[src/rtl/cr_had_pkg.sv]
// Shared types for the IU-side HAD debug responder: FSM states, one-hot entry causes,
// and the mapping from a latched cause to the HAD ack/occur pulses.
package cr_had_pkg;

    localparam int unsigned STATE_W = 3;
    localparam int unsigned CAUSE_W = 5;

    typedef enum logic [STATE_W-1:0] {
        ST_IDLE = 3'd0,
        ST_PEND = 3'd1,
        ST_HALT = 3'd2,
        ST_DBG  = 3'd3,
        ST_EXIT = 3'd4
    } dbg_state_e;

    localparam logic [CAUSE_W-1:0] CAUSE_NONE  = 5'b00000;
    localparam logic [CAUSE_W-1:0] CAUSE_JDB   = 5'b00001;
    localparam logic [CAUSE_W-1:0] CAUSE_DR    = 5'b00010;
    localparam logic [CAUSE_W-1:0] CAUSE_INST  = 5'b00100;
    localparam logic [CAUSE_W-1:0] CAUSE_MEM   = 5'b01000;
    localparam logic [CAUSE_W-1:0] CAUSE_TRACE = 5'b10000;

    typedef struct packed {
        logic adr;
        logic dr;
        logic inst_bkpt;
        logic data_bkpt;
        logic trace;
    } dbg_ack_t;

    // One ack/occur strobe per entry cause
    function automatic dbg_ack_t cause_to_ack(input logic [CAUSE_W-1:0] cause);
        dbg_ack_t ack;
        ack.adr       = (cause == CAUSE_JDB);
        ack.dr        = (cause == CAUSE_DR);
        ack.inst_bkpt = (cause == CAUSE_INST);
        ack.data_bkpt = (cause == CAUSE_MEM);
        ack.trace     = (cause == CAUSE_TRACE);
        return ack;
    endfunction

endpackage

[src/rtl/cr_iu_had_dbg_tmr.sv]
// Saturating debug-entry timeout counter; expire_c flags the count reaching ENTRY_TIMEOUT.
module cr_iu_had_dbg_tmr #(
    parameter int unsigned ENTRY_TIMEOUT = 64,
    parameter int unsigned CNT_W         = 7
) (
    input  logic clk,
    input  logic rst_n,
    input  logic clr,
    input  logic en,
    output logic expire_c
);

    localparam logic [CNT_W-1:0] CNT_MAX     = '1;
    localparam logic [CNT_W-1:0] TIMEOUT_VAL = CNT_W'(ENTRY_TIMEOUT);

    logic [CNT_W-1:0] cnt;

    always_ff @(posedge clk or negedge rst_n) begin
        if (!rst_n) begin
            cnt <= '0;
        end else if (clr) begin
            cnt <= '0;
        end else if (en && (cnt != CNT_MAX)) begin
            cnt <= cnt + CNT_W'(1);
        end
    end

    assign expire_c = (cnt == TIMEOUT_VAL);

endmodule

[src/rtl/cr_iu_had_dbg_resp.sv]
// IU responder to HAD debug requests: drains the pipe, enters/leaves debug mode, acks causes.
// Optional feature macro: CR_IU_DBG_DPC_SNAP_EN (adds iu_retire_next_pc input and iu_had_dpc output).
module cr_iu_had_dbg_resp
    import cr_had_pkg::*;
#(
    parameter int unsigned ENTRY_TIMEOUT = 64,
    parameter int unsigned CNT_W         = 7
) (
    input  logic        cpuclk,
    input  logic        cpurst_b,
    input  logic        had_iu_xx_jdbreq,
    input  logic        had_iu_dr_set_req,
    input  logic        had_iu_mem_bkpt_req,
    input  logic        had_iu_trace_req,
    input  logic        had_yy_xx_exit_dbg,
    input  logic        iu_retire_vld,
    input  logic        iu_retire_bkpt_inst,
    input  logic        iu_retire_chgflw,
    input  logic [31:0] iu_retire_dst_pc,
    input  logic        iu_pipe_idle,
`ifdef CR_IU_DBG_DPC_SNAP_EN
    input  logic [31:0] iu_retire_next_pc,
    output logic [31:0] iu_had_dpc,
`endif
    output logic        iu_yy_xx_dbgon,
    output logic        iu_dbg_halt_req,
    output logic        iu_dbg_restart,
    output logic        iu_had_adr_dbg_ack,
    output logic        iu_had_dr_dbg_ack,
    output logic        iu_had_inst_bkpt_occur_vld,
    output logic        iu_had_data_bkpt_occur_vld,
    output logic        iu_had_trace_occur_vld,
    output logic        iu_had_xx_bkpt_inst,
    output logic        iu_had_chgflw_vld,
    output logic [31:0] iu_had_chgflw_dst_pc
);

    dbg_state_e         state, next_state;
    logic [CAUSE_W-1:0] cause, cause_nxt, req_cause;
    dbg_ack_t           ack_q, ack_nxt;
    logic               tmr_expire_c;
    logic               chgflw_hit;

    cr_iu_had_dbg_tmr #(
        .ENTRY_TIMEOUT (ENTRY_TIMEOUT),
        .CNT_W         (CNT_W)
    ) u_tmr (
        .clk      (cpuclk),
        .rst_n    (cpurst_b),
        .clr      (state == ST_IDLE),
        .en       (state == ST_PEND),
        .expire_c (tmr_expire_c)
    );

    // Entry-cause priority: retiring sync causes beat level requests, DR beats async
    always_comb begin
        req_cause = CAUSE_NONE;
        if (iu_retire_vld && iu_retire_bkpt_inst) begin
            req_cause = CAUSE_INST;
        end else if (iu_retire_vld && had_iu_mem_bkpt_req) begin
            req_cause = CAUSE_MEM;
        end else if (iu_retire_vld && had_iu_trace_req) begin
            req_cause = CAUSE_TRACE;
        end else if (had_iu_dr_set_req) begin
            req_cause = CAUSE_DR;
        end else if (had_iu_xx_jdbreq) begin
            req_cause = CAUSE_JDB;
        end
    end

    // Next-state and cause latch; only the async cause may be forced in on timeout
    always_comb begin
        next_state = state;
        cause_nxt  = cause;
        case (state)
            ST_IDLE: begin
                if (req_cause != CAUSE_NONE) begin
                    next_state = ST_PEND;
                    cause_nxt  = req_cause;
                end
            end
            ST_PEND: begin
                if (iu_pipe_idle || ((cause == CAUSE_JDB) && tmr_expire_c)) begin
                    next_state = ST_HALT;
                end
            end
            ST_HALT: next_state = ST_DBG;
            ST_DBG: begin
                if (had_yy_xx_exit_dbg) begin
                    next_state = ST_EXIT;
                end
            end
            ST_EXIT: begin
                next_state = ST_IDLE;
                cause_nxt  = CAUSE_NONE;
            end
            default: begin
                next_state = ST_IDLE;
                cause_nxt  = CAUSE_NONE;
            end
        endcase
    end

    assign ack_nxt    = (next_state == ST_HALT) ? cause_to_ack(cause) : '0;
    assign chgflw_hit = iu_retire_vld && iu_retire_chgflw && !iu_yy_xx_dbgon && !iu_dbg_halt_req;

    // State register plus outputs registered from the upcoming state
    always_ff @(posedge cpuclk or negedge cpurst_b) begin
        if (!cpurst_b) begin
            state                <= ST_IDLE;
            cause                <= CAUSE_NONE;
            ack_q                <= '0;
            iu_yy_xx_dbgon       <= 1'b0;
            iu_dbg_halt_req      <= 1'b0;
            iu_dbg_restart       <= 1'b0;
            iu_had_chgflw_vld    <= 1'b0;
            iu_had_chgflw_dst_pc <= 32'h0;
        end else begin
            state                <= next_state;
            cause                <= cause_nxt;
            ack_q                <= ack_nxt;
            iu_yy_xx_dbgon       <= (next_state == ST_DBG) || (next_state == ST_EXIT);
            iu_dbg_halt_req      <= (next_state != ST_IDLE);
            iu_dbg_restart       <= (next_state == ST_EXIT);
            iu_had_chgflw_vld    <= chgflw_hit;
            if (chgflw_hit) begin
                iu_had_chgflw_dst_pc <= iu_retire_dst_pc;
            end
        end
    end

`ifdef CR_IU_DBG_DPC_SNAP_EN
    // Resume PC captured as the request is accepted
    always_ff @(posedge cpuclk or negedge cpurst_b) begin
        if (!cpurst_b) begin
            iu_had_dpc <= 32'h0;
        end else if ((state == ST_IDLE) && (next_state == ST_PEND)) begin
            iu_had_dpc <= (iu_retire_vld && iu_retire_chgflw) ? iu_retire_dst_pc
                                                               : iu_retire_next_pc;
        end
    end
`endif

    assign iu_had_adr_dbg_ack         = ack_q.adr;
    assign iu_had_dr_dbg_ack          = ack_q.dr;
    assign iu_had_inst_bkpt_occur_vld = ack_q.inst_bkpt;
    assign iu_had_data_bkpt_occur_vld = ack_q.data_bkpt;
    assign iu_had_trace_occur_vld     = ack_q.trace;
    assign iu_had_xx_bkpt_inst        = ack_q.inst_bkpt;

endmodule
[config.mk]
export PLATFORM = sky130hd
export DESIGN_NAME = cr_iu_had_dbg_resp
export DESIGN_NICKNAME = d
export VERILOG_FILES = /design/src/rtl/cr_had_pkg.sv /design/src/rtl/cr_iu_had_dbg_tmr.sv /design/src/rtl/cr_iu_had_dbg_resp.sv
export SDC_FILE = /design/constraint.sdc
export NUM_CORES = 1
export LEC_CHECK = 0
export BUFFER_PORTS_ARGS = -buffer_cell sky130_fd_sc_hd__buf_2
export CORE_MARGIN = 8
export CORE_UTILIZATION = 30
export CTS_CLUSTER_DIAMETER = 80
export DETAILED_ROUTE_END_ITERATION = 12
export GPL_TIMING_DRIVEN = 1
export PLACE_DENSITY = 0.52
export SLEW_MARGIN = 30
export SYNTH_ARGS = -nofsm -noshare
export SYNTH_HDL_FRONTEND = slang
export SYNTH_SLANG_ARGS = --single-unit
[constraint.sdc]
create_clock -name cpuclk -period 1.7 [get_ports cpuclk]
set_clock_uncertainty 0.05 [all_clocks]
set_input_delay 0.255 -clock cpuclk [delete_from_list [all_inputs] [get_ports cpuclk]]
set_output_delay 0.255 -clock cpuclk [all_outputs]
set_load 0.02 [all_outputs]
**Word-level counts from Yosys, hierarchy flattened**

Cells that the tools add are included.

- Bits in registers: 56
- Input port bits: 43
- Word-level logic and storage cells: 61

- $add $sub $neg: 1
- Eq/ne operators: 14
- Mux-type cells: 14
- Bitwise gates (word level): 1
- Reduce and logical (&&, ||, !) cells: 18

Operator list:

| operator | count |
|---|---|
| two-way mux 5 bit | 5 |
| two-way mux 7 bit | 2 |
| == test 3 x 2 -> 1 bit, second input constant | 4 |
| case mux 3 bit (4 select lines) | 1 |
| case mux 5 bit (2 select lines) | 1 |
| two-way mux 3 bit | 3 |
| logical AND 1 bit | 8 |
| adder 7 x 1 -> 7 bit, second input constant | 1 |
| == test 7 bit, second input constant | 1 |
| != test 7 bit, second input constant | 1 |
| == test 5 x 1 -> 1 bit, second input constant | 1 |
| == test 5 x 2 -> 1 bit, second input constant | 1 |
| == test 5 x 3 -> 1 bit, second input constant | 1 |
| == test 5 x 4 -> 1 bit, second input constant | 1 |
| == test 5 bit, second input constant | 1 |
| nonzero test 5 bit | 1 |
| == test 3 x 1 -> 1 bit, second input constant | 1 |
| == test 3 bit, second input constant | 1 |
| zero test 3 bit | 1 |
| nonzero test 3 bit | 1 |
| OR reduction 3 bit | 1 |
| zero test 1 bit | 2 |
| logical OR 1 bit | 2 |
| two-way mux 2 bit | 1 |
| 5 further kinds | 5 |

**Depth between registers and ports, before layout**

Gate-level depths: netlist of run 1.

- Word-level depth: 10
- Depth in mapped cells: 6

**Cells and area by module**

From an unflattened synthesis of run 1, not the netlist that was laid out.

- Cells, all modules: 183
- Area total of the unflattened synthesis: 2436.1 um2

Modules (own cells, without submodules):

| module | instances | cells an instance | area each (um2) |
|---|---|---|---|
| cr_iu_had_dbg_resp | 1 | 136 | 1969.4 |
| cr_iu_had_dbg_tmr | 1 | 47 | 466.7 |

**Least setup slack after synthesis of run 1**

No wires, ideal clock.

- Path type: reg2reg
- Start: reg iu_yy_xx_dbgon
- End: reg iu_had_chgflw_dst_pc[0]
- Library setup time: 125 ps
- Data arrival time: 1357 ps
- Data required time: 1525 ps
- Slack: 168 ps
- Stages on the path, launching flop included: 4
- Path buffers: 1
- Period minus slack after synthesis: 1532 ps
- Cell sequence: dfrtp_1 > nor3_2 > buf_4 > mux2_2

- Cells in the longest elaborated chain, start to end: 3

RTL lines:

| item | line | text |
|---|---|---|
| from (decl) | cr_iu_had_dbg_resp.sv:25 | `output logic iu_yy_xx_dbgon,` |
| from (signal assigned) | cr_iu_had_dbg_resp.sv:122 | `iu_yy_xx_dbgon <= (next_state == ST_DBG) \|\| (next_state == ST_EXIT);` |
| zero test 1 bit | cr_iu_had_dbg_resp.sv:105 | `assign chgflw_hit = iu_retire_vld && iu_retire_chgflw && !iu_yy_xx_dbgon && !iu_dbg_halt_req;` |
| logical AND 1 bit (2 in series) | cr_iu_had_dbg_resp.sv:105 |  |
| to (signal assigned) | cr_iu_had_dbg_resp.sv:127 | `iu_had_chgflw_dst_pc <= iu_retire_dst_pc;` |
| to (decl) | cr_iu_had_dbg_resp.sv:35 | `output logic [31:0] iu_had_chgflw_dst_pc` |

No other way between the ends.
A chain may end at the register's enable or synchronous reset.

==> out/qor.yml, run 1 <==
status: "finished clean"
grt_pass1_wl_mm: 9.02
holdPathEnd: "iu_had_chgflw_dst_pc[4]$_DFFE_PN0P_"
drt_iter0_drc: 45
reg2regPathDepth: 4
mostFrequentLayoutCell: "buf_2"
dp.cells: 370
routed-wl-met2_mm: 2.27
hold_viol: 0
firstDrtPassIters: 4
ir_drop_uv: 409
worstPathRequired_ps: 1880
clkLatencyLatePin_ps: 300
report.power.total_uw: 5110
grt_max_degree: 57
die_height_um: 104
setup_viol: 0
wl_met3_um: 418
routed.top_layer: "met4"
p_sw_frac: 0.377
p_int_uw: 3190
postLayoutCoreUtil: 0.403
via_count: 1695
ys_seq_area_frac: 0.597
synth_nets: 227
slowest_stage: "dfrtp_1"
fin_crit_sh: 0.904
comb_power_share: 0.416
antenna_found_initial: 0
fp.coreArea_mm2: 0.00765
fin_ws_ps: 164
syn_to_final_growth_pct: 31.3
wire_per_inst_um: 14.0
syn-mean-instance-area_um2: 12.9
antenna-diode-count: 0
crit-reg2reg-launch: "state[1]$_DFF_PN0_"
routed_wl_mm: 5.32
track_usage: 0.0989
fmax_mhz: 651
nets: 321
reg2reg_slack_ps: 160
synthCells: 182
dp.final_hpwl_mm: 4.05
overflow: 0
cts_tree: "yes"
ant_nets: 0
reg2reg_to: "iu_had_inst_bkpt_occur_vld$_DFF_PN0_"
end_kind: "flip-flop"
ys_warn_count: 0
crit_chain: "or3b_1 -> nor3b_2 -> nand2_1 -> nor3b_2"
gp_routability_congestion: 0.747
cp.arrival_ps: 1720
p_per_area_mw_per_mm2: 1660
rows: 32
drv_cap: 0
port_buffers: 84
cts_buffers: 5
synth_ff_type: "dfrtp_1"
critPathMaxStageDelay_ps: 460
slew_violations: 0
switchingPower_uw: 1930
synth-seq-cells: 56
drt-met1-wl_mm: 2.62
dp_slack_ps: 53.6
clk_pin_slew_ps: 100
crit_top_cell: "nor3b_2"
dieArea_mm2: 0.0109
clock-sinks: 56
path_max_fanout: 8
grt_pass1_vias: 1766
worst_hold_path_type: "primary input to flip-flop"
pwr-share-seq: 0.415
ctsRootBufferMaster: "clkbuf_8"
start_util: 0.307
worstHoldPathCells: 2
instances_no_fill: 379
power.share.clock: 0.169
io_pins: 85
tns_ps: 0
h-tree-depth: 2
rsz0062_at_grt: "no"
final_cell_mix: "84 x buf_2, 56 x dfrtp_1, 32 x mux2_2"
syn_area_mm2: 0.00235
min_from: "iu_retire_dst_pc[4]"
synth_edf_count: 0
startpoint_type: "flip-flop"
synth_cell_types: 37
slew-limit-headroom: 0.706
via_per_inst: 4.47
worstSetupPathType: "flip-flop to flip-flop"
drive_gt1_frac: 0.520
die_w_um: 104
clk_path_buf_depth: 2
worst_slew_pin_slew_ps: 438
leakage_uw: 0.00150
async_reset_ff_frac: 1.00
period_needed_ps: 1540
drc_errors: 0
==> flip-flops by register name, summed over array words and instances (netlist names) <==
name and count:
state 3, iu_had_inst_bkpt_occur_vld 1, iu_yy_xx_dbgon 1, iu_had_chgflw_vld 1, iu_had_trace_occur_vld 1, iu_had_adr_dbg_ack 1
iu_dbg_halt_req 1, u_tmr.cnt 7, iu_had_dr_dbg_ack 1, iu_dbg_restart 1, iu_had_data_bkpt_occur_vld 1, iu_had_chgflw_dst_pc 32
cause 5
==> critical path, delay by kind of cell (launching register included) <==
| kind | cells | cell delay [ps] |
|---|---|---|
| and+or+nand+nor | 4 | 950 |
| DFF | 1 | 460 |
==> power groups by stage <==
stage | clock network (uW) | registers (uW) | logic, uW
floorplan | 0 | 2660 | 821
global placement | 0 | 2150 | 2120
detailed placement | 0 | 2150 | 2160
CTS | 917 | 2120 | 2160
global route | 961 | 2220 | 2330
finish | 863 | 2120 | 2130
==> repair_timing <==
item                                    in CTS  in global routing
hold buffers                                 1                  0
setup buffers                                0                  0
endpoints found under the hold margin       56                  0
endpoints found under the setup margin       0                  5
gates resized for setup                      0                  3
==> cells in the mapped netlist (2+ instances only) <==
cell,n,share of area
buf_4,4,0.013
a21oi_1,7,0.015
nand3_1,5,0.011
xor2_1,2,0.0075
nor4_1,3,0.0080
o21ai_0,5,0.011
nor3b_2,5,0.027
nor3_1,2,0.0043
and3_2,2,0.0064
inv_1,2,0.0032
ha_1,2,0.011
nor2_1,14,0.022
mux2_2,32,0.15
dfrtp_1,56,0.60
nor2b_1,3,0.0080
and3_1,2,0.0053
clkbuf_1,2,0.0032
nand4_1,2,0.0053
a31oi_1,2,0.0053
nand2_1,12,0.019
nand3b_1,2,0.0064
==> final cells by class <==
cell class	instances	area [um^2]
fillers	788	4570
flip-flops and latches	56	1400
multi-input cells	118	917
repair buffers	93	515
well taps	102	128
clock buffers	5	68.8
clock inverters	3	42.5
inverters	2	7.51
==> metrics by stage <==
step                hold WS [ps]  area (um^2)
finish                       125         3080
global route                 106         3080
CTS                          110         3070
detailed placement           230         2950
global placement             234         2950
floorplan                  -90.6         2350
==> worst max-delay path by stage <==
stage	endpoint	cells past startpoint	start
4_1_cts	u_tmr.cnt[3]$_DFFE_PN0P_	4	state[0]$_DFF_PN0_
5_1_grt	state[0]$_DFF_PN0_	6	u_tmr.cnt[0]$_DFFE_PN0P_
2_1_floorplan	iu_had_chgflw_dst_pc[0]$_DFFE_PN0P_	3	iu_yy_xx_dbgon$_DFF_PN0_
6_report	iu_had_inst_bkpt_occur_vld$_DFF_PN0_	4	state[1]$_DFF_PN0_
3_3_place_gp	u_tmr.cnt[3]$_DFFE_PN0P_	4	state[0]$_DFF_PN0_
3_5_place_dp	u_tmr.cnt[3]$_DFFE_PN0P_	4	state[0]$_DFF_PN0_
==> cells by family after synthesis <==
logic type / share of synthesized area
adders and majority gates: 0.0107
DFF: 0.597
buffers and inverters: 0.0192
muxes: 0.158
and+or+nand+nor: 0.153
AOI/OAI and AO/OA: 0.0512
xor gates and xnor gates: 0.0112
==> per-layer routing <==
| metal | GRT usage | vias up |
|---|---|---|
| met4 | 0.0248 | 0 |
| met2 | 0.143 | 58 |
| met5 | 0 | - |
| met3 | 0.0403 | 2 |
| met1 | 0.132 | 802 |
| li1 | - | 833 |
Note: power is estimated with default switching activity, not from simulation.
==> run 2, diff against run 1 <==
--- a/config.mk
+++ b/config.mk
@@ -6,12 +6,14 @@
 export NUM_CORES = 1
 export LEC_CHECK = 0
 export BUFFER_PORTS_ARGS = -buffer_cell sky130_fd_sc_hd__buf_2
+export CELL_PAD_IN_SITES_DETAIL_PLACEMENT = 1
+export CELL_PAD_IN_SITES_GLOBAL_PLACEMENT = 2
 export CORE_MARGIN = 8
 export CORE_UTILIZATION = 30
 export CTS_CLUSTER_DIAMETER = 80
 export DETAILED_ROUTE_END_ITERATION = 12
 export GPL_TIMING_DRIVEN = 1
-export PLACE_DENSITY = 0.52
+export PLACE_DENSITY = 0.75
 export SLEW_MARGIN = 30
 export SYNTH_ARGS = -nofsm -noshare
 export SYNTH_HDL_FRONTEND = slang
==> run 2 against run 1 <==
  * Critical path depth increased by 2
  * Core utilization down 0.34 points
  * First-iteration DRC count is 20% higher
  * Critical endpoint is now state[0]$_DFF_PN0_
==> out/qor.yml, run 2 (same netlist as run 1, synthesis figures left out) <==
clk_path_buf_depth: 2  # unchanged
port_buffers: 84  # unchanged
period_needed_ps: 1570  # +38.8 ps
ant_nets: 0  # unchanged
firstDrtPassIters: 4  # unchanged
drc_errors: 0  # unchanged
drt_iter0_drc: 54  # +20%
cp_num_buf_inv: 1  # +1
report.power.total_uw: 5050  # -1.3%
overflow: 0  # unchanged
fmax_mhz: 635  # -2.5%
slew-limit-headroom: 0.682  # -0.0239
drv_cap: 0  # unchanged
p_per_area_mw_per_mm2: 1650  # -0.44%
slew_violations: 0  # unchanged
antenna-diode-count: 0  # unchanged
cp.arrival_ps: 1700  # -20 ps
startpoint: "u_tmr.cnt[0]$_DFFE_PN0P_"
path_delay_family: "simple AND/OR/NAND/NOR gates"
gp_routability_congestion: 0.754  # +0.90%
leakage_uw: 0.00149  # -0.79%
via_per_inst: 4.63  # +3.6%
clk_pin_slew_ps: 100  # about the same
syn_to_final_growth_pct: 30.2
routed_wl_mm: 5.77  # +8.3%
dp.final_hpwl_mm: 4.47  # +11%
rsz0062_at_grt: "no"
track_usage: 0.107  # +0.00844
startpoint_type: "flip-flop"
setup_viol: 0  # unchanged
crit_chain: "inv_1 -> ha_1 -> nor4bb_1 -> nand4_1 -> a21oi_1 -> a21boi_0"
mostFrequentLayoutCell: "buf_2"
slowest_stage: "dfrtp_1"
grt_max_degree: 57  # unchanged
h-tree-depth: 2  # unchanged
worstSetupPathType: "flip-flop to flip-flop"
cts_setup_buffers: 0  # unchanged
nets: 322  # +0.31%
grt_pass1_wl_mm: 9.65  # +7.0%
via_count: 1760  # +3.8%
ctsRootBufferMaster: "clkbuf_8"
nFillCells: 861  # +9.3%
largestRegisters: "iu_had_chgflw_dst_pc x32, u_tmr.cnt x7, cause x5"
clock-sinks: 56  # unchanged
min_from: "iu_retire_dst_pc[11]"
fin_crit_sh: 0.926  # +0.0228
ir_drop_uv: 382  # -6.7%
top_register: "iu_had_chgflw_dst_pc"
hold_viol: 0  # unchanged
final_cell_mix: "84 x buf_2, 56 x dfrtp_1, 32 x mux2_2"
start_util: 0.307  # unchanged
grt_pass1_vias: 1906  # +7.9%
cts_buffers: 5  # unchanged
cts_tree: "yes"
antenna_found_initial: 0  # unchanged
dieArea_mm2: 0.0109  # unchanged
clkLatencyLatePin_ps: 300  # about the same
worst_slew_pin_slew_ps: 473  # +35.5 ps
worst_hold_path_type: "primary input to flip-flop"
rows: 32  # unchanged
end_kind: "flip-flop"
status: "finished clean"
crit-reg2reg-launch: "u_tmr.cnt[0]$_DFFE_PN0P_"
die_height_um: 104  # unchanged
drive_gt1_frac: 0.511  # -0.00906
io_pins: 85  # unchanged
die_w_um: 104  # unchanged
worstPathRequired_ps: 1830  # -50 ps
wire_per_inst_um: 15.2  # +8.0%
fp.coreArea_mm2: 0.00765  # unchanged
largest_reg_flops: 32  # unchanged
tns_ps: 0  # unchanged
path_max_fanout: 3  # -5
critPathMaxStageDelay_ps: 400  # -60 ps
[run 2: what timing repair did]
| action | in CTS | in global routing |
|---|---|---|
| setup endpoints to repair | 0 | 2 |
| hold buffers | 1 | 0 |
| gates resized for setup | 0 | 1 |
| endpoints found under the hold margin | 56 | 0 |
[run 2: area by class of cell]
class                   instances  area (um^2)  area share
clock buffers                   6         72.6      0.0238
clock inverters                 2         16.3     0.00533
inverters                       2         7.51     0.00246
multi-input cells             118          906       0.297
flip-flops and latches         56         1400       0.459
well taps                     102          128      0.0418
repair buffers                 94          523       0.171
[run 2: worst paths after layout]
kind	endpoint	slack (ps)	cells past startpoint
setup / recovery	state[0]$_DFF_PN0_	130	6
hold / removal	iu_had_chgflw_dst_pc[11]$_DFFE_PN0P_	120	2
setup reg to reg	state[0]$_DFF_PN0_	130	6
hold reg to reg	iu_had_chgflw_dst_pc[30]$_DFFE_PN0P_	460	1
max in group asynchronous	iu_had_chgflw_dst_pc[5]$_DFFE_PN0P_	930	3
min in group asynchronous	iu_had_chgflw_dst_pc[7]$_DFFE_PN0P_	430	3
[run 2: power breakdown]
group          switching, uW  internal [uW]  leakage, uW
logic                   1240            948     0.000737
clock network            423            294    0.0000414
registers                307           1840     0.000711
total                   1970           3080      0.00149
[run 2: routing by layer]
layer	global-route usage	share of wire	vias to the layer above
met5	0	0	-
met4	0.0248	0.0045	0
met3	0.0366	0.066	4
met2	0.163	0.45	69
met1	0.143	0.48	854
li1	-	-	833
[run 2: stage by stage]
stage	utilization	hold slack (ps)	area [um^2]	cells	setup WS, ps
global route	0.399	107	3050	380	4.02
CTS	0.399	111	3050	380	69.5
global placement	0.386	231	2960	371	137
finish	0.399	123	3050	380	125
floorplan	-	-90.6	2350	182	168
detailed placement	0.386	228	2960	371	90.7
==> run 3, diff against run 2 <==
--- a/config.mk
+++ b/config.mk
@@ -13,8 +13,9 @@
 export CTS_CLUSTER_DIAMETER = 80
 export DETAILED_ROUTE_END_ITERATION = 12
 export GPL_TIMING_DRIVEN = 1
-export PLACE_DENSITY = 0.75
+export PLACE_DENSITY = 0.81
 export SLEW_MARGIN = 30
 export SYNTH_ARGS = -nofsm -noshare
 export SYNTH_HDL_FRONTEND = slang
 export SYNTH_SLANG_ARGS = --single-unit
+export TNS_END_PERCENT = 20
==> constraint.sdc (replaced) <==
create_clock -name cpuclk -period 1.7 [get_ports cpuclk]
set_clock_uncertainty 0.05 [all_clocks]
set_input_delay 0.255 -clock cpuclk [delete_from_list [all_inputs] [get_ports cpuclk]]
set_output_delay 0.255 -clock cpuclk [all_outputs]
set_load 0.05 [all_outputs]
==> run 3 against run 2 <==
  * Total power up 18%
  * Combinational power grew 42%
  * Global-route usage up 0.092 points
  * Sequential share of layout area shrank 0.094 points
==> out/qor.yml, run 3 (same netlist as run 1, synthesis figures left out) <==
die_w_um: 104  # unchanged
dieArea_mm2: 0.0109  # unchanged
antenna_found_initial: 0  # unchanged
rows: 32  # unchanged
grt_max_degree: 40  # -30%
rsz0062_at_grt: "no"
worst_slew_pin_slew_ps: 487  # +13.9 ps
drc_errors: 0  # unchanged
routed_wl_mm: 5.81  # +0.68%
p_sw_frac: 0.485  # +0.0948
clkLatencyLatePin_ps: 300  # about the same
cp.arrival_ps: 1720  # +20 ps
path_max_fanout: 8  # +5
grt_pass1_vias: 1844  # -3.3%
leakage_uw: 0.00149  # about the same
setup_viol: 0  # unchanged
multi_input_area_um2: 912  # +0.69%
slew_violations: 0  # unchanged
seqCellArea_mm2: 0.00140  # unchanged
top_register: "iu_had_chgflw_dst_pc"
dp.final_hpwl_mm: 4.61  # +3.0%
clock-sinks: 56  # unchanged
pwr-share-seq: 0.361  # -0.064
start_util: 0.307  # unchanged
ctsRootBufferMaster: "clkbuf_8"
critPathMaxStageDelay_ps: 450  # +50 ps
reg2regPathDepth: 4  # -2
power.share.clock: 0.118  # -0.024
status: "finished clean"
drt_iter0_drc: 79  # +46%
nets: 322  # unchanged
overflow: 0  # unchanged
dp_slack_ps: 119  # +28.7 ps
worstSetupPathType: "flip-flop to flip-flop"
slew-limit-headroom: 0.672  # -0.00936
period_needed_ps: 1540  # -37.3 ps
io_pins: 85  # unchanged
drive_gt1_frac: 0.514  # +0.00360
antenna-diode-count: 0  # unchanged
nFillCells: 871  # +1.2%
port_buffers: 84  # unchanged
die_height_um: 104  # unchanged
worstPathRequired_ps: 1880  # +50 ps
clk_pin_slew_ps: 100  # about the same
cts_buffers: 5  # unchanged
switchingPower_uw: 2890  # +47%
fin_ws_ps: 162  # +37.3 ps
firstDrtPassIters: 4  # unchanged
tns_ps: 0  # unchanged
wire_per_inst_um: 15.3  # +0.68%
h-tree-depth: 2  # unchanged
slowest_stage: "dfrtp_1"
final_cell_mix: "84 x buf_2, 56 x dfrtp_1, 32 x mux2_2"
worst_hold_path_type: "primary input to flip-flop"
gp_routability_congestion: 0.752  # -0.28%
grt_pass1_wl_mm: 9.77  # +1.2%
reg2reg_slack_ps: 160  # +40 ps
comb_power_share: 0.521  # +0.088
crit_chain: "or2_2 -> nor4_1 -> a21oi_1 -> o21ai_0"
hold_viol: 0  # unchanged
syn_to_final_growth_pct: 30.5
cts_tree: "yes"
ant_nets: 0  # unchanged
via_count: 1762  # +0.11%
largestRegisters: "iu_had_chgflw_dst_pc x32, u_tmr.cnt x7, cause x5"
mostFrequentLayoutCell: "buf_2"
worstHoldPathCells: 2  # unchanged
fin_crit_sh: 0.904  # -0.0219
track_usage: 0.108  # +0.000919
cts_setup_buffers: 0  # unchanged
holdWs_ps: 131  # +7.82 ps
dp.cells: 371  # unchanged
instances_no_fill: 380  # unchanged
largest_reg_flops: 32  # unchanged
end_kind: "flip-flop"
fp.coreArea_mm2: 0.00765  # unchanged
via_per_inst: 4.64  # +0.11%
fmax_mhz: 650  # +2.4%
clk_path_buf_depth: 2  # unchanged
ir_drop_uv: 463  # +21%
p_per_area_mw_per_mm2: 1950  # +18%
drv_cap: 0  # unchanged
postLayoutCoreUtil: 0.400  # +0.000818
p_int_uw: 3080  # about the same
startpoint_type: "flip-flop"
==> run 3: path summary, 6_finish.rpt <==
kind | start | to
max in group asynchronous | cpurst_b | iu_had_chgflw_dst_pc[15]$_DFFE_PN0P_
setup / recovery | state[1]$_DFF_PN0_ | cause[4]$_DFFE_PN0P_
hold reg to reg | iu_had_chgflw_dst_pc[31]$_DFFE_PN0P_ | iu_had_chgflw_dst_pc[31]$_DFFE_PN0P_
hold / removal | iu_retire_dst_pc[28] | iu_had_chgflw_dst_pc[28]$_DFFE_PN0P_
setup reg to reg | state[1]$_DFF_PN0_ | cause[4]$_DFFE_PN0P_
min in group asynchronous | cpurst_b | iu_had_chgflw_dst_pc[2]$_DFFE_PN0P_
==> run 3: routing by layer <==
metal	track usage	wire (um)	vias up	part of all wire
met2	0.159	2510	67	0.43
met1	0.143	2730	856	0.47
met3	0.0421	495	6	0.085
li1	-	-	833	-
met4	0.0321	74	0	0.013
met5	0	0	-	0
==> run 3: area by class of cell <==
| type | instances | share of cell area |
|---|---|---|
| tap | 102 | 0.0417 |
| sequential | 56 | 0.458 |
| clock inverter | 2 | 0.00531 |
| timing repair buffer | 94 | 0.171 |
| clock buffer | 6 | 0.0237 |
| multi-input combinational | 118 | 0.298 |
| inverter | 2 | 0.00245 |
==> run 3: worst max-delay path, delay by kind of cell (launching register included) <==
| family | cells | cell delay (ps) |
|---|---|---|
| AOI/OAI and AO/OA | 2 | 220 |
| DFF | 1 | 450 |
| and+or+nand+nor | 2 | 750 |
==> run 3: power by group through the flow <==
stage | registers [uW] | clock network [uW] | logic [uW]
final | 2160 | 704 | 3110
after global routing | 2250 | 794 | 3310
after global placement | 2160 | 0 | 3110
after CTS | 2170 | 742 | 3150
after floorplan | 3590 | 0 | 828
after detailed placement | 2200 | 0 | 3150
==> run 3: what timing repair did <==
action                     in CTS  in global routing
hold endpoints to repair       17                  0
gates resized for setup         0                  2
hold buffers                    1                  0
setup endpoints to repair       0                  4
==> run 3: metrics by stage <==
stage / area, um^2 / total power [uW]
after floorplan: 2350 / 4420
after global placement: 2960 / 5270
after detailed placement: 2960 / 5350
after CTS: 3050 / 6060
after global routing: 3060 / 6350
final: 3060 / 5970
